[config.mk]
export PLATFORM = sky130hd
export DESIGN_NAME = rmst_burst_engine
export DESIGN_NICKNAME = d
export VERILOG_FILES = /design/src/rtl/rmst_burst_engine.sv
export SDC_FILE = /design/constraint.sdc
export NUM_CORES = 1
export LEC_CHECK = 0
export ABC_AREA = 1
export CAP_MARGIN = 20
export CORE_MARGIN = 8
export CORE_UTILIZATION = 45
export DETAILED_ROUTE_END_ITERATION = 8
export PLACE_DENSITY = 0.84
export SYNTH_ARGS = -nofsm -noshare
export SYNTH_HDL_FRONTEND = slang
export SYNTH_SLANG_ARGS = --single-unit
[constraint.sdc]
create_clock -name clk -period 8.2 [get_ports clk]
set_input_delay 1.64 -clock clk [delete_from_list [all_inputs] [get_ports clk]]
set_output_delay 1.64 -clock clk [all_outputs]
set_load 0.02 [all_outputs]
[src/rtl/rmst_burst_engine.sv]
// rmst_burst_engine: fetches one row segment as a series of Avalon-MM read
// bursts and forwards every returned beat to the load FIFO, one cycle late.
module rmst_burst_engine #(
  parameter int XAW       = 32,
  parameter int XDW       = 128,
  parameter int CW        = 16,
  parameter int MAX_BURST = 16,
  parameter int BW        = 5
) (
  input  logic           clk,
  input  logic           rst,
  input  logic           load_trans_start,
  input  logic [XAW-1:0] param_raddr,
  input  logic [CW-1:0]  param_iolen,
  output logic           load_trans_done,
  output logic [XAW-1:0] avm_address,
  output logic           avm_read,
  output logic [BW-1:0]  avm_burstcount,
  input  logic           avm_waitrequest,
  input  logic [XDW-1:0] avm_readdata,
  input  logic           avm_readdatavalid,
  output logic           fifo_wr,
  output logic [XDW-1:0] fifo_wdata,
  output logic           busy
);

  localparam int LG = $clog2(XDW / 8);
  localparam logic [XAW-1:0] AMASK = ~XAW'(XDW / 8 - 1);

  typedef enum logic [1:0] {
    S_IDLE,
    S_ISSUE,
    S_DATA,
    S_DONE
  } state_e;

  state_e         state_q, state_d;
  logic [XAW-1:0] addr_q, addr_d;
  logic [CW-1:0]  rem_q, rem_d;
  logic [BW-1:0]  beats_q, beats_d;
  logic           done_q;
  logic           wr_q;
  logic [XDW-1:0] wdata_q;
  logic [BW-1:0]  bc_w;
  logic           beat_ok;

  // Size of the next burst: whatever is left, capped at MAX_BURST.
  always_comb begin
    if (rem_q >= CW'(MAX_BURST)) begin
      bc_w = BW'(MAX_BURST);
    end else begin
      bc_w = rem_q[BW-1:0];
    end
  end

  // Beats are only forwarded while a segment is in flight.
  assign beat_ok = avm_readdatavalid &&
                   ((state_q == S_ISSUE) || (state_q == S_DATA));

  // Next-state logic and burst bookkeeping.
  always_comb begin
    state_d = state_q;
    addr_d  = addr_q;
    rem_d   = rem_q;
    beats_d = beats_q;
    unique case (state_q)
      S_IDLE: begin
        if (load_trans_start) begin
          addr_d  = param_raddr & AMASK;
          rem_d   = param_iolen;
          state_d = (param_iolen != '0) ? S_ISSUE : S_DONE;
        end
      end
      S_ISSUE: begin
        if (!avm_waitrequest) begin
          beats_d = bc_w;
          addr_d  = addr_q + (XAW'(bc_w) << LG);
          rem_d   = rem_q - CW'(bc_w);
          state_d = S_DATA;
        end
      end
      S_DATA: begin
        if (avm_readdatavalid) begin
          beats_d = beats_q - 1'b1;
          if (beats_q == BW'(1)) begin
            state_d = (rem_q != '0) ? S_ISSUE : S_DONE;
          end
        end
      end
      S_DONE: begin
        state_d = S_IDLE;
      end
      default: begin
        state_d = S_IDLE;
      end
    endcase
  end

  // State, counters and the registered FIFO/done outputs.
  always_ff @(posedge clk) begin
    if (!rst) begin
      state_q <= S_IDLE;
      addr_q  <= '0;
      rem_q   <= '0;
      beats_q <= '0;
      done_q  <= 1'b0;
      wr_q    <= 1'b0;
      wdata_q <= '0;
    end else begin
      state_q <= state_d;
      addr_q  <= addr_d;
      rem_q   <= rem_d;
      beats_q <= beats_d;
      done_q  <= (state_q == S_DONE);
      wr_q    <= beat_ok;
      if (beat_ok) begin
        wdata_q <= avm_readdata;
      end
    end
  end

  assign avm_read        = (state_q == S_ISSUE);
  assign avm_address     = addr_q;
  assign avm_burstcount  = (state_q == S_ISSUE) ? bc_w : '0;
  assign busy            = (state_q != S_IDLE);
  assign load_trans_done = done_q;
  assign fifo_wr         = wr_q;
  assign fifo_wdata      = wdata_q;

endmodule

Yosys cells after proc, flatten, opt, wreduce, memory -nomap -nowiden
Cells that the tools add are included.
{"block": "word_totals", "regBits": 185, "wordCells": 48, "out_inout_bits": 169}
{"block": "op_classes", "n_reduce_logical": 11, "eq_ne": 8, "magnitude_cmp": 1, "mux": 18, "add_sub_neg": 3}
{"op": "32-bit two-way mux", "count": 2}
{"op": "32-bit one-hot mux with 2 select lines", "count": 1}
{"op": "32-bit by 9-bit adder with 32-bit output", "count": 1}
{"op": "16-bit two-way mux", "count": 2}
{"op": "16-bit one-hot mux with 2 select lines", "count": 1}
{"op": "16-bit nonzero test", "count": 2}
{"op": "5-bit two-way mux", "count": 4}
{"op": "16-bit by 5-bit greater-or-equal comparator with 1-bit output (second input constant)", "count": 1}
{"op": "16-bit by 5-bit subtractor with 16-bit output", "count": 1}
{"op": "2-bit two-way mux", "count": 6}
{"op": "5-bit one-hot mux with 2 select lines", "count": 1}
{"op": "2-bit one-hot mux with 4 select lines", "count": 1}
{"op": "2-bit != test (second input constant)", "count": 3}
{"op": "3-bit AND reduction", "count": 2}
{"op": "2-bit nonzero test", "count": 3}
{"op": "5-bit by 1-bit equality test with 1-bit output (second input constant)", "count": 1}
{"op": "5-bit by 1-bit subtractor with 5-bit output (second input constant)", "count": 1}
{"op": "2-bit equality test (second input constant)", "count": 2}
{"op": "4-bit AND reduction", "count": 1}
{"op": "2-bit by 1-bit equality test with 1-bit output (second input constant)", "count": 1}
{"op": "2-bit zero test", "count": 1}
{"op": "2-bit by 1-bit != test with 1-bit output (second input constant)", "count": 1}
{"op": "1-bit logical AND", "count": 1}
{"op": "1-bit logical OR", "count": 1}

Logic depth before layout (Yosys ltp)
{"block": "depth", "ltp_word": 5, "mapped_depth": 20, "depth_no_buf": 20}

Least setup slack after synthesis
No wires, ideal clock.
{"block": "synth_path", "path_kind": "register -> output", "startpoint": "register state_q[1]", "endpoint": "output port avm_burstcount[0]", "setup_slack_ns": 4.963, "t_arrival_ns": 1.597, "required_ns": 6.560, "path_stages_with_launch": 6, "path_cell_list": "dfxtp_1 inv_1 ha_1 inv_1 clkbuf_1 nor3_1"}
{"block": "synth_via", "elab_chain_cells": 2}
{"element": "from (decl)", "line": "37", "text": "state_e state_q, state_d;"}
{"element": "from (signal assigned)", "line": "110", "text": "state_q <= state_d;"}
{"element": "2-bit by 1-bit equality test with 1-bit output"}
{"element": "named net avm_read", "line": "17", "text": "output logic avm_read,"}
{"element": "5-bit two-way mux", "line": "124", "text": "assign avm_burstcount = (state_q == S_ISSUE) ? bc_w : '0;"}
{"element": "to (decl)", "line": "18", "text": "output logic [BW-1:0] avm_burstcount,"}
The timed path passes the listed nets, and every way through them passes these cells.

Worst setup path after layout
{"block": "layout_path", "startpoint": "register rem_q[12]", "endpoint": "output port avm_burstcount[1]"}
{"block": "layout_via", "elab_chain_cells": 3}
{"element": "from (decl)", "line": "39", "text": "logic [CW-1:0] rem_q, rem_d;"}
{"element": "from (signal assigned)", "line": "112", "text": "rem_q <= rem_d;"}
{"element": "16-bit by 5-bit greater-or-equal comparator with 1-bit output", "line": "49", "text": "if (rem_q >= CW'(MAX_BURST)) begin"}
{"element": "5-bit two-way mux", "line": "49"}
{"element": "5-bit two-way mux", "line": "124"}
Every way passes these cells.

==> impl_results.md <==
- Status: complete, no violations
- Worst-Margin Slew: 0.967 ns
- Worst Path Required: 6.56 ns
- Commonest cells after routing, fill and taps aside: 342 x nor2_1, 340 x clkdlybuf4s50_1, 181 x dfxtp_1
- Synth unique cells: 47
- Fin worst setup slack: about 4.0 ns
- Worst path cell trace: nor2_1, nand2_1, nor2_4, nand2_8, nor2_1, inv_1, nor2_1, clkdlybuf4s50_1
- Most common cell after layout, fill and taps aside: nor2_1
- Critical Path Max Stage Delay: 0.67 ns
- CP max-delay cell: clkdlybuf4s50_1
- Clk buf depth: 2
- # port buffers: 341
- Fin. Hold Viols: 0
- Initial antenna violation count: 1
- TNS Setup: 0 ns
- Cell mode on critical path: nor2_1
- #FFs+latches synth: 181
- Ys async rst share: 0
- Final Skew: 0.0156 ns
- Area grow syn2layout: 49.9%
- Final #Nets: between 1500 and 2000
- Slew HR: 0.354
- Final WL: 29700 µm
- Die height: roughly 150 µm
- Vias: 8762
- WL/cell: approximately 17 µm
- Grt ovf: 0
- Max Cap Viol: 0
- Share of cells above drive strength 1: 0.0467
- Clock Sinks: 181
- Boundary pin count: 350
- Largest net degree at the start of global routing: 100
- Worst hold path type: reg2reg
- Avg Cell Area, Syn: 7.01 µm²
- Drt via density: 5.13
- Core area: 17900 µm²
- CP Data Arrival Time: 2.52 ns
- Yosys warns: 0
- CTS tree: done
- Num CTS Buffers: 17
- Worst-Skew Late Latency: 0.44 ns
- Synthesized instance count: 1167
- DR iter-0 viols: 681
- Most used DFF post-synth: dfxtp_1
- Sequential area share after synthesis: 0.443
- Die X: 151 µm
- Post-Place Worst Slack: 3.84 ns
- Final hold slack: 0.480 ns
- DRC Markers: 0
- Die area: around 23000 µm²
- Leakage power: about 4.7 nW
- Critical Path Start Type: flip-flop
- DP HPWL: 22200 µm
- Final period util: 0.508
- Crit end category: output port
- Hold-fix buffers, CTS: 0
- Post-synth EDFFs: 0
- Critical path class: reg2out
- Antenna Nets Post-Route: 0
- Gr usage total: 0.251
- Post-route minimum period: 4.16 ns
- Max H-tree Level: 4
- Setup Buffers After CTS: 0
- Maximum VDD drop: 0.000316 V
- Max FO, Critical Path: 18
- Vias in the first global route: about 8300
- Peak Freq: 240 MHz
- PwrDens: 403 nW/µm²
- Starting Density: 0.457
- CTS Root Cell: clkbuf_16
- Final slew viol count: 0
- Final setup violation count: 0
- CTS clk-pin slew, worst paths: 0.07 ns
- RSZ-0062 raised after global routing: no
- Post-cts resize count: 0
- Row count: 49
- First-pass GRT wire length: 44600 µm
- Total of fill cells in the finished design: 1484
- Total iterations of the first detailed-routing run: 5
- Syn Std Cell Area: 8180 µm²
- Final Wtd Congestion: 0.981
[critical path, delay by kind of cell, from the launching register on]
kind	cells	cell delay, ns
buffers and inverters	2	0.80
flip-flops	1	0.34
AND/OR/NAND/NOR	6	0.96
[worst paths after layout]
path                                          end  slack [ns]  cells past startpoint  startpoint
worst max register to register           rem_q[5]        4.88                      9  state_q[1]
worst max-delay path            avm_burstcount[1]        4.04                      8   rem_q[12]
worst min-delay path                     rem_q[0]        0.48                      2    rem_q[0]
worst min register to register           rem_q[0]        0.48                      2    rem_q[0]
[layer usage]
| metal | vias to the layer above | part of all wire | GRT usage |
|---|---|---|---|
| met1 | 3989 | 0.39 | 0.291 |
| met2 | 330 | 0.49 | 0.411 |
| met3 | 56 | 0.087 | 0.0905 |
| li1 | 4387 | - | - |
| met5 | - | 0 | 0 |
| met4 | 0 | 0.033 | 0.109 |
[where the power goes]
| group | internal, mW | total [mW] | switching [mW] |
|---|---|---|---|
| sequential | 1.22 | 1.48 | 0.257 |
| combinational | 1.05 | 2.63 | 1.58 |
| clock | 0.439 | 0.837 | 0.398 |
| total | 2.71 | 4.95 | 2.24 |
[stage by stage]
stage / util / power [mW] / cell area, µm² / instances
6_report: 0.685 / 4.95 / 12300 / 1709
5_1_grt: 0.685 / 5.30 / 12300 / 1709
4_1_cts: 0.685 / 4.96 / 12300 / 1708
3_5_place_dp: 0.651 / 4.11 / 11600 / 1676
3_3_place_gp: 0.651 / 4.06 / 11600 / 1676
2_1_floorplan: - / 3.09 / 8190 / 1170
[logic make-up (layout without fill, tap and decap cells)]
logic type,count (synthesis),in the layout,synth area share
other,2,6,0.000918
AOI/OAI and AO/OA,254,254,0.169
and+or+nand+nor,572,572,0.292
xor gates and xnor gates,6,6,0.00643
DFF,181,181,0.443
buffers and inverters,138,447,0.0664
adders and majority gates,14,14,0.0223
[state kept, by name (all words and copies together) (netlist names)]
signal,count
beats_q,5
load_trans_done,1
avm_address,28
fifo_wr,1
rem_q,16
state_q,2
fifo_wdata,128
[synthesized netlist by cell type, drive strengths merged (6+ instances only)]
cell type    n  area share
a22oi        8      0.0073
buf         13      0.0090
o21ai      169        0.10
inv         68       0.031
a21oi       51       0.034
or2          6      0.0046
dfxtp      181        0.44
nor2       347        0.16
a31oi        6      0.0046
o211ai      11       0.010
nand3       39       0.024
nor3        20       0.013
nor4         8      0.0069
nand4       11      0.0084
ha          13       0.020
nand2      138       0.070
clkbuf      55       0.025
[layout make-up]
cell class	count	area, µm²	share of cell area
multi-input cells	851	4030	0.329
flip-flops and latches	181	3620	0.295
repair buffers	345	3440	0.281
clock buffers	17	425	0.0347
well taps	229	287	0.0234
inverters	70	264	0.0215
clock inverters	15	186	0.0152
diodes	1	2.50	0.000204
Note: power is estimated with default switching activity, not from simulation.
